### config.mk
export PLATFORM = sky130hd
export DESIGN_NAME = sev_seg_scanner
export DESIGN_NICKNAME = d
export VERILOG_FILES = /design/src/rtl/sev_seg_pkg.sv /design/src/rtl/sev_seg_scanner_bin2bcd_seq.sv /design/src/rtl/sev_seg_scanner.sv
export SDC_FILE = /design/constraint.sdc
export NUM_CORES = 1
export LEC_CHECK = 0
export ABC_AREA = 0
export BUFFER_PORTS_ARGS = -buffer_cell sky130_fd_sc_hd__buf_4
export CAP_MARGIN = 15
export CORE_MARGIN = 5
export CORE_UTILIZATION = 51
export DETAILED_ROUTE_END_ITERATION = 8
export PLACE_DENSITY = 0.66
export SYNTH_ARGS = -nofsm -noshare
export SYNTH_HDL_FRONTEND = slang
export SYNTH_SLANG_ARGS = --single-unit
export TNS_END_PERCENT = 20
### constraint.sdc
create_clock -name clock -period 3.6 [get_ports clock]
set_input_delay 0.9 -clock clock [delete_from_list [all_inputs] [get_ports clock]]
set_output_delay 0.9 -clock clock [all_outputs]
set_load 0.03 [all_outputs]
### src/rtl/sev_seg_pkg.sv
// Shared glyph encoding, converter sizing and controller state type for the
// seven-segment scanner.
package sev_seg_pkg;

  // Segment order is {a,b,c,d,e,f,g}; a 0 lights the segment.
  localparam logic [6:0] GLYPH_BLANK = 7'h7F;
  localparam logic [6:0] GLYPH_DASH  = 7'b111_1110;

  typedef enum logic [1:0] {
    IDLE   = 2'd0,
    SHIFT  = 2'd1,
    COMMIT = 2'd2
  } state_t;

  // Decimal digits needed for value_w bits: floor(value_w * log10(2)) + 1.
  function automatic int bcd_n(input int value_w);
    return (value_w * 30103) / 100000 + 1;
  endfunction

  function automatic logic [6:0] glyph(input logic [3:0] nibble);
    logic [6:0] g;
    case (nibble)
      4'h0:    g = 7'b000_0001;
      4'h1:    g = 7'b100_1111;
      4'h2:    g = 7'b001_0010;
      4'h3:    g = 7'b000_0110;
      4'h4:    g = 7'b100_1100;
      4'h5:    g = 7'b010_0100;
      4'h6:    g = 7'b010_0000;
      4'h7:    g = 7'b000_1111;
      4'h8:    g = 7'b000_0000;
      4'h9:    g = 7'b000_0100;
      4'hA:    g = 7'b000_1000;
      4'hB:    g = 7'b110_0000;
      4'hC:    g = 7'b011_0001;
      4'hD:    g = 7'b100_0010;
      4'hE:    g = 7'b011_0000;
      4'hF:    g = 7'b011_1000;
      default: g = GLYPH_BLANK;
    endcase
    return g;
  endfunction

endpackage

### src/rtl/sev_seg_scanner_bin2bcd_seq.sv
// Sequential double-dabble: one add-3/shift iteration per cycle, VALUE_W
// iterations after start; done marks the cycle of the final iteration.
module bin2bcd_seq
  import sev_seg_pkg::*;
#(
  parameter int VALUE_W = 32
) (
  input  logic                             clock,
  input  logic                             reset_n,
  input  logic                             start,
  input  logic [VALUE_W-1:0]               value,
  output logic [4*bcd_n(VALUE_W)-1:0]      bcd,
  output logic                             done
);

  localparam int BCD_N = bcd_n(VALUE_W);
  localparam int BCD_W = 4 * BCD_N;
  localparam int CNT_W = $clog2(VALUE_W + 1);
  localparam logic [CNT_W-1:0] LAST = CNT_W'(VALUE_W - 1);

  logic [VALUE_W-1:0]       bin_r;
  logic [BCD_W-1:0]         bcd_r;
  logic [BCD_W-1:0]         adj_s;
  logic [BCD_W+VALUE_W-1:0] shifted_s;
  logic [CNT_W-1:0]         cnt_r;
  logic                     run_r;

  function automatic logic [BCD_W-1:0] add3(input logic [BCD_W-1:0] b);
    logic [BCD_W-1:0] r;
    r = b;
    for (int i = 0; i < BCD_N; i++) begin
      if (b[4*i +: 4] >= 4'd5) begin
        r[4*i +: 4] = b[4*i +: 4] + 4'd3;
      end else begin
        r[4*i +: 4] = b[4*i +: 4];
      end
    end
    return r;
  endfunction

  // Correct every BCD nibble, then shift the whole BCD:binary pair left by one.
  always_comb begin
    adj_s     = add3(bcd_r);
    shifted_s = {adj_s, bin_r} << 1;
  end

  // Conversion datapath and iteration counter.
  always_ff @(posedge clock or negedge reset_n) begin
    if (!reset_n) begin
      bin_r <= '0;
      bcd_r <= '0;
      cnt_r <= '0;
      run_r <= 1'b0;
    end else if (start) begin
      bin_r <= value;
      bcd_r <= '0;
      cnt_r <= '0;
      run_r <= 1'b1;
    end else if (run_r) begin
      {bcd_r, bin_r} <= shifted_s;
      cnt_r          <= cnt_r + CNT_W'(1);
      run_r          <= (cnt_r != LAST);
    end
  end

  assign bcd  = bcd_r;
  assign done = run_r && (cnt_r == LAST);

endmodule

### src/rtl/sev_seg_scanner.sv
// Multiplexed common-anode seven-segment driver: converts a loaded value to
// decimal or hex glyphs, then scans them out on active-low anodes/cathodes.
module sev_seg_scanner
  import sev_seg_pkg::*;
#(
  parameter int DIGITS      = 4,
  parameter int VALUE_W     = 32,
  parameter int REFRESH_DIV = 100000,
  parameter int BLANK_LZ    = 1
) (
  input  logic               clock,
  input  logic               reset_n,
  input  logic [VALUE_W-1:0] value,
  input  logic               load,
  input  logic               hex_mode,
  input  logic [DIGITS-1:0]  dp_mask,
  output logic               busy,
  output logic               CA,
  output logic               CB,
  output logic               CC,
  output logic               CD,
  output logic               CE,
  output logic               CF,
  output logic               CG,
  output logic               DP,
  output logic [DIGITS-1:0]  AN
);

  localparam int BCD_N  = bcd_n(VALUE_W);
  localparam int BCD_W  = 4 * BCD_N;
  localparam int EXT_W  = 4 * DIGITS + ((VALUE_W > BCD_W) ? VALUE_W : BCD_W);
  localparam int IDX_W  = (DIGITS > 1) ? $clog2(DIGITS) : 1;
  localparam int CNT_W  = (REFRESH_DIV > 1) ? $clog2(REFRESH_DIV) : 1;
  localparam logic [IDX_W-1:0] IDX_LAST = IDX_W'(DIGITS - 1);
  localparam logic [CNT_W-1:0] CNT_LAST = CNT_W'(REFRESH_DIV - 1);

  state_t             state_r;
  state_t             state_s;
  logic               busy_r;
  logic               accept_s;
  logic               conv_start_s;
  logic               conv_done_s;
  logic [BCD_W-1:0]   bcd_s;

  logic [VALUE_W-1:0] val_r;
  logic               hex_r;
  logic [DIGITS-1:0]  dpm_r;

  logic [EXT_W-1:0]   val_ext_s;
  logic [EXT_W-1:0]   bcd_ext_s;
  logic               ovf_s;
  logic               lead_s;
  logic [3:0]         nib_s;
  logic [6:0]         glyph_s [DIGITS];

  logic [6:0]         disp_glyph_r [DIGITS];
  logic [DIGITS-1:0]  disp_dp_r;

  logic [CNT_W-1:0]   cnt_r;
  logic [IDX_W-1:0]   idx_r;
  logic [6:0]         seg_r;
  logic               dp_pin_r;
  logic [DIGITS-1:0]  an_r;

  assign accept_s     = (state_r == IDLE) && load;
  assign conv_start_s = accept_s && !hex_mode;

  bin2bcd_seq #(
    .VALUE_W (VALUE_W)
  ) u_bin2bcd (
    .clock   (clock),
    .reset_n (reset_n),
    .start   (conv_start_s),
    .value   (value),
    .bcd     (bcd_s),
    .done    (conv_done_s)
  );

  // Controller state register.
  always_ff @(posedge clock or negedge reset_n) begin
    if (!reset_n) begin
      state_r <= IDLE;
    end else begin
      state_r <= state_s;
    end
  end

  // Next-state logic; loads outside IDLE are simply not looked at.
  always_comb begin
    state_s = state_r;
    case (state_r)
      IDLE: begin
        if (load) begin
          state_s = hex_mode ? COMMIT : SHIFT;
        end else begin
          state_s = IDLE;
        end
      end
      SHIFT: begin
        if (conv_done_s) begin
          state_s = COMMIT;
        end else begin
          state_s = SHIFT;
        end
      end
      COMMIT:  state_s = IDLE;
      default: state_s = IDLE;
    endcase
  end

  // Registered busy flag, tracking whether the next state is a working state.
  always_ff @(posedge clock or negedge reset_n) begin
    if (!reset_n) begin
      busy_r <= 1'b0;
    end else begin
      busy_r <= (state_s != IDLE);
    end
  end

  // Capture the request on an accepted load.
  always_ff @(posedge clock or negedge reset_n) begin
    if (!reset_n) begin
      val_r <= '0;
      hex_r <= 1'b0;
      dpm_r <= '0;
    end else if (accept_s) begin
      val_r <= value;
      hex_r <= hex_mode;
      dpm_r <= dp_mask;
    end
  end

  assign val_ext_s = EXT_W'(val_r);
  assign bcd_ext_s = EXT_W'(bcd_s);

  // Glyph selection: overflow dashes win, then leading-zero blanking from the top digit down.
  always_comb begin
    if (hex_r) begin
      ovf_s = |(val_ext_s >> (4 * DIGITS));
    end else begin
      ovf_s = |(bcd_ext_s >> (4 * DIGITS));
    end
    lead_s = 1'b1;
    nib_s  = 4'd0;
    for (int d = DIGITS - 1; d >= 0; d--) begin
      if (hex_r) begin
        nib_s = val_ext_s[4*d +: 4];
      end else begin
        nib_s = bcd_ext_s[4*d +: 4];
      end
      lead_s = lead_s && (nib_s == 4'd0);
      if (ovf_s) begin
        glyph_s[d] = GLYPH_DASH;
      end else if ((BLANK_LZ != 0) && lead_s && (d > 0)) begin
        glyph_s[d] = GLYPH_BLANK;
      end else begin
        glyph_s[d] = glyph(nib_s);
      end
    end
  end

  // Display register: only COMMIT changes it, so the old value stays lit during conversion.
  always_ff @(posedge clock or negedge reset_n) begin
    if (!reset_n) begin
      for (int d = 0; d < DIGITS; d++) begin
        disp_glyph_r[d] <= ((d == 0) || (BLANK_LZ == 0)) ? glyph(4'h0) : GLYPH_BLANK;
      end
      disp_dp_r <= '0;
    end else if (state_r == COMMIT) begin
      for (int d = 0; d < DIGITS; d++) begin
        disp_glyph_r[d] <= glyph_s[d];
      end
      disp_dp_r <= dpm_r;
    end
  end

  // Refresh counter and digit index, free-running regardless of conversion.
  always_ff @(posedge clock or negedge reset_n) begin
    if (!reset_n) begin
      cnt_r <= '0;
      idx_r <= '0;
    end else if (cnt_r == CNT_LAST) begin
      cnt_r <= '0;
      idx_r <= (idx_r == IDX_LAST) ? '0 : idx_r + IDX_W'(1);
    end else begin
      cnt_r <= cnt_r + CNT_W'(1);
    end
  end

  // Pin register: anode, segments and DP all switch on the same edge.
  always_ff @(posedge clock or negedge reset_n) begin
    if (!reset_n) begin
      an_r     <= '1;
      seg_r    <= GLYPH_BLANK;
      dp_pin_r <= 1'b1;
    end else begin
      an_r     <= ~(DIGITS'(1) << idx_r);
      seg_r    <= disp_glyph_r[idx_r];
      dp_pin_r <= ~disp_dp_r[idx_r];
    end
  end

  assign busy = busy_r;
  assign {CA, CB, CC, CD, CE, CF, CG} = seg_r;
  assign DP = dp_pin_r;
  assign AN = an_r;

endmodule

# Yosys cells after proc, flatten, opt, wreduce, memory -nomap -nowiden
# Memory sizes are Yosys's and may differ from the RTL's.
# Cells that the tools add are included.
# W data, S select, Z words.
dict set report op_classes {
  add_sub_neg 13
  order_cmp 12
  n_eq_ne 6
  n_shift 1
  n_mux 41
  bitwise_logic 3
  n_reduce_logical 14
}
# operator count
set op_table {}
lappend op_table {{$mux W40} 2}
lappend op_table {{$mux W32} 2}
lappend op_table {{$mux W7} 9}
lappend op_table {{$mux W4} 13}
lappend op_table {{$ge A4 B3 Y1 const B} 10}
lappend op_table {{$add A4 B2 Y4 const B} 9}
lappend op_table {{$reduce_or A24 Y1} 1}
lappend op_table {{$add A17 B1 Y17 const B} 1}
lappend op_table {{$eq A17 B17 Y1 const B} 1}
lappend op_table {{$mux W17} 1}
lappend op_table {{$reduce_or A16 Y1} 1}
lappend op_table {{$bmux W7 S2} 1}
lappend op_table {{$logic_not A4 Y1} 3}
lappend op_table {{$mux W6} 2}
lappend op_table {{$mux W2} 4}
lappend op_table {{$add A6 B1 Y6 const B} 1}
lappend op_table {{$eq A6 B5 Y1 const B} 1}
lappend op_table {{$ne A6 B5 Y1 const B} 1}
lappend op_table {{$logic_and A1 B1 Y1} 5}
lappend op_table {{$eq A2 B2 Y1 const B} 2}
lappend op_table {{$mux W1} 4}
lappend op_table {{$not A4 Y4} 1}
lappend op_table {{$pmux W2 S2} 1}
lappend op_table {{$reduce_bool A2 Y1} 2}
lappend op_table {{12 further kinds} 12}
dict set report word_totals {
  register_bits 182
  mem_bits_ro 448
  in_bits 40
  word_cells 113
  mem_count 4
}
# memory words width rd rd_ports_with_merged_regs write_ports line_no
set mem_list {}
lappend mem_list {{(name not given)} 16 7 1 0 0 sev_seg_pkg.sv:22} ;# case (nibble)
lappend mem_list {{(name not given)} 16 7 1 0 0 sev_seg_pkg.sv:22}
lappend mem_list {{(name not given)} 16 7 1 0 0 sev_seg_pkg.sv:22}
lappend mem_list {{(name not given)} 16 7 1 0 0 sev_seg_pkg.sv:22}

# Logic depth before layout (Yosys ltp)
dict set report logic_depth {
  depth_word 6
  depth_mapped 11
}

# Modules after synthesis
# A second synthesis with hierarchy kept.
dict set report hier_totals {
  hier_cells 958
  hier_area_um2 9869.5
}
# mod instances cells_per_inst area_per_inst_um2 seq_area_each_um2
set modules_own_cells {}
lappend modules_own_cells {sev_seg_scanner 1 500 5525.3 2620.0}
lappend modules_own_cells {bin2bcd_seq 1 458 4344.2 1976.9}

# Worst setup path before layout
# Ideal clock, no wire load.
dict set report synth_path {
  path_type {reg-to-reg}
  start {reg hex_r}
  end {reg disp_glyph_r[14] (netlist bit)}
  setup_ps 91
  arrival_time_ps 2460
  setup_slack_ps 1049
  stages_incl_launch_ff 11
  n_path_buf 3
  synth_period_minus_slack_ps 2551
  cell_sequence {dfrtp_1 -> buf_6 -> buf_12 -> buf_4 -> mux2i_1 -> ha_1 -> nor4bb_1 -> o221a_2 -> and3_2 -> a211oi_1 -> o31ai_1}
}
dict set report synth_between {
  elab_chain_cells 6
}
# element line_no
set synth_lines {}
lappend synth_lines {{start, declared} sev_seg_scanner.sv:46} ;# logic hex_r;
lappend synth_lines {{start signal, assigned} sev_seg_scanner.sv:128} ;# hex_r <= hex_mode;
lappend synth_lines {{branches (longest 5 deep; another with $mem_v2 Z16 W7)} -}
lappend synth_lines {{$mux W7 *} sev_seg_scanner.sv:152} ;# if (ovf_s) begin
lappend synth_lines {{end signal, assigned by index} sev_seg_scanner.sv:166} ;# disp_glyph_r[d] <= ((d == 0) || (BLANK_LZ == 0)) ? glyph(4'h0) : GLYPH_BLANK;
lappend synth_lines {{end signal, assigned by index} sev_seg_scanner.sv:171} ;# disp_glyph_r[d] <= glyph_s[d];
lappend synth_lines {{end, declared} sev_seg_scanner.sv:56} ;# logic [6:0] disp_glyph_r [DIGITS];
# Every way passes the cells marked *.
# A chain may end at the register's enable or synchronous reset.

# Worst setup path after layout
# Same ends and word-level chain as after synthesis.

==> impl_metrics.env <==
export IMPL_setup_viol=0
export IMPL_clock_fmax_mhz=392
export IMPL_layout_drive_gt1_share_pct=20.5
export IMPL_synth_edf_count=0
export IMPL_ys_warn_count=0
export IMPL_worstSetupEndpointType="flip-flop"
export IMPL_cts_setup_buffers=0
export IMPL_worst_setup_path_type="reg -> reg"
export IMPL_grt_ovfl_total=0
export IMPL_rows=50
export IMPL_slew_violations=0
export IMPL_final_core_util_pct=59.0
export IMPL_ys_ff_latch=182
export IMPL_crit_start="hex_r$_DFFE_PN0N_"
export IMPL_crit_arrival_ps=2890
export IMPL_status="complete, no violations"
export IMPL_antenna_found_initial=0
export IMPL_coreArea_um2=18800
export IMPL_globalplace_congestion=0.882
export IMPL_cts_hold_buffers=0
export IMPL_crit_buf_inv=2
export IMPL_synth_flop_cell="dfrtp_1"
export IMPL_relSlewSlack_pct=45.0
export IMPL_htree_num_levels=4
export IMPL_finalSetupTns_ps=0
export IMPL_fin_crit_sh_pct=70.9
export IMPL_clk_latency_ps=440
export IMPL_clk_pin_slew_worst_paths_ps=70
export IMPL_peakVddDrop_v=0.000401
export IMPL_hp_class="in -> async"
export IMPL_cts_tree="done"
export IMPL_fin_ws_ps=1050
export IMPL_io_pins=53
export IMPL_cp_max_fo=22
export IMPL_critPathMaxStageDelay_ps=320
export IMPL_diodes=0
export IMPL_via_per_inst=5.45
export IMPL_yosysSeqAreaShare_pct=46.7
export IMPL_slowest_stage="dfrtp_1"
export IMPL_crit_chain="buf_4 > inv_1 > a21boi_2 > ha_1 > nor4bb_1 > o221a_2 > and3_2 > a211oi_1 > o31ai_1"
export IMPL_wl_per_cell_um=15.8
export IMPL_grt_pass1_vias=6785
export IMPL_dp_slack_ps=1050
export IMPL_leakage_nw=5.13
export IMPL_die_h_um=149
export IMPL_crit_family="compound AO/OA/AOI/OAI gates"
export IMPL_required_ps=3940
export IMPL_grt_pass1_wl_um=34400
export IMPL_drv_cap=0
export IMPL_fin_skew_ps=17.2
export IMPL_grt_max_degree=114
export IMPL_hold_violations=0
export IMPL_postSynth_asyncResetShare_pct=100
export IMPL_cts_max_path_buffers=2
export IMPL_wirelength_um=19800
export IMPL_port_buffers=52
export IMPL_vias=6827
export IMPL_hpwl_um=13600
export IMPL_syn_area_um2=9840
export IMPL_syn_inst=940
export IMPL_tightest_slew_ps=826
export IMPL_holdWs_ps=263
export IMPL_fp_dieW_um=149
export IMPL_cts_sinks=182
export IMPL_power_mw=9.38
export IMPL_syn_avg_cell_area_um2=10.5
export IMPL_drt_iter0_drc=496
export IMPL_grtUsageTotal_pct=19.1
export IMPL_root_buffer="clkbuf_16"
export IMPL_ant_nets=0
export IMPL_drc=0
export IMPL_numCtsBuffers=17
export IMPL_start_kind="flip-flop"
export IMPL_num_nets_final=1078
export IMPL_r2r_slack_ps=1050
export IMPL_p_per_area_nw_per_um2=844
export IMPL_drtPass1Iterations=4
export IMPL_initial_core_util_pct=52.3
export IMPL_syn2layout_area_growth_pct=12.9
export IMPL_synthDistinctLibCells=59
export IMPL_rr_startpoint="hex_r$_DFFE_PN0N_"
export IMPL_rsz0062_at_grt="no"
export IMPL_syn_nets=1039
export IMPL_cts_resized=0
export IMPL_fp_dieArea_um2=22200
export IMPL_min_period_ps=2550
report_power, final:
group	internal, mW	total [mW]	switching [mW]
Sequential	2.79	3.45	0.653
Clock	1.08	1.96	0.882
Combinational	1.85	3.97	2.12
final timing paths:
path,end,cells past startpoint
worst max-delay path,disp_glyph_r[14]$_DFFE_PN1N_,9
worst min-delay path,dpm_r[1]$_DFFE_PN0N_,1
worst max register to register,disp_glyph_r[14]$_DFFE_PN1N_,9
worst min register to register,disp_dp_r[0]$_DFFE_PN0N_,2
max in group asynchronous,cnt_r[14]$_DFF_PN0_,2
min in group clock,disp_dp_r[0]$_DFFE_PN0N_,2
state kept, by name (all words and copies together) (netlist names):
| register | cells |
|---|---|
| u_bin2bcd.bcd | 40 |
| u_bin2bcd.bin_r | 32 |
| val_r | 32 |
| disp_glyph_r | 28 |
| cnt_r | 17 |
| seg_r | 7 |
| u_bin2bcd.cnt_r | 6 |
| AN | 4 |
| disp_dp_r | 4 |
| dpm_r | 4 |
| idx_r | 2 |
| state_r | 2 |
| DP | 1 |
| busy | 1 |
| hex_r | 1 |
| u_bin2bcd.run_r | 1 |
per-layer routing:
| metal | up-vias | part of all wire (%) | track usage, % |
|---|---|---|---|
| met3 | 27 | 3.0 | 3.68 |
| met5 | - | 0 | 0 |
| li1 | 3359 | - | - |
| met2 | 106 | 48 | 31.0 |
| met4 | 0 | 2.1 | 5.31 |
| met1 | 3335 | 47 | 26.5 |
cells in the mapped netlist (2+ instances only):
master      n  area share, %
nor4b_1     3           0.27
a31oi_1    20            1.3
mux4_2     12            2.7
dfrtp_1   148             38
nor3_1     10           0.51
or2_2       2           0.13
a21o_1      2           0.15
o21ai_0    61            3.1
mux2i_1    70            7.1
nand4_1     9           0.57
nand2b_1   13           0.83
o221ai_1    2           0.18
mux2i_2     3           0.42
mux2_2     44            5.0
o211ai_1    2           0.15
nor4_1      7           0.44
and3_1      3           0.19
or3_1       3           0.19
inv_1      46            1.8
a221oi_1    3           0.27
dfstp_2    34            9.1
buf_1       2          0.076
nor2b_1     5           0.32
nor2_1     91            3.5
buf_6       2           0.23
o31ai_1     4           0.31
o22ai_1     2           0.13
o22a_1      2           0.18
xnor2_1    21            1.9
a32oi_1     2           0.18
nand3_1    20            1.0
nor3b_1     8           0.61
a211oi_1   11           0.84
clkbuf_1   21           0.80
a21oi_1    49            2.5
o32a_1      2           0.20
ha_1       59            7.5
buf_2      17           0.86
xor2_1     11           0.98
nand2_1    95            3.6
cell families (layout without fill, tap and decap cells):
kind of cell | count (synthesis) | count (layout) | share of synthesized area [%]
compound gates | 171 | 171 | 10.4
xor+xnor | 32 | 32 | 2.85
fa+ha+maj | 59 | 59 | 7.50
buf+inv | 90 | 142 | 4.00
flops | 182 | 182 | 46.7
mux | 131 | 131 | 15.7
simple gates | 275 | 275 | 12.9
cells in the final DEF, fill, tap and decap left out, types with 3 or more instances in the layout:
| master | count |
|---|---|
| a211oi_1 | 11 |
| a21oi_1 | 49 |
| a221oi_1 | 3 |
| a31oi_1 | 20 |
| and3_1 | 3 |
| buf_12 | 3 |
| buf_4 | 60 |
| clkbuf_16 | 17 |
| dfrtp_1 | 147 |
| dfstp_2 | 34 |
| ha_1 | 59 |
| inv_1 | 46 |
| inv_6 | 6 |
| mux2_2 | 44 |
| mux2i_1 | 70 |
| mux2i_2 | 3 |
| mux4_2 | 12 |
| nand2_1 | 95 |
| nand2b_1 | 13 |
| nand3_1 | 20 |
| nand4_1 | 9 |
| nor2_1 | 91 |
| nor2b_1 | 3 |
| nor3_1 | 10 |
| nor3b_1 | 7 |
| nor4_1 | 7 |
| nor4b_1 | 3 |
| o21ai_0 | 61 |
| o31ai_1 | 4 |
| or3_1 | 3 |
| xnor2_1 | 21 |
| xor2_1 | 11 |
layout make-up:
cell class	count	area, um^2
timing repair buffer	64	522
tap	260	325
sequential	182	4600
multi-input combinational	668	4870
fill	1597	7720
inverter	46	173
clock inverter	14	181
clock buffer	18	439
stage by stage:
step                      std cells  cell area (um^2)
after floorplan                 940              9840
after global placement         1220             10500
after detailed placement       1220             10500
after CTS                      1252             11100
after global routing           1252             11100
final                          1252             11100
Note: power is estimated with default switching activity, not from simulation.
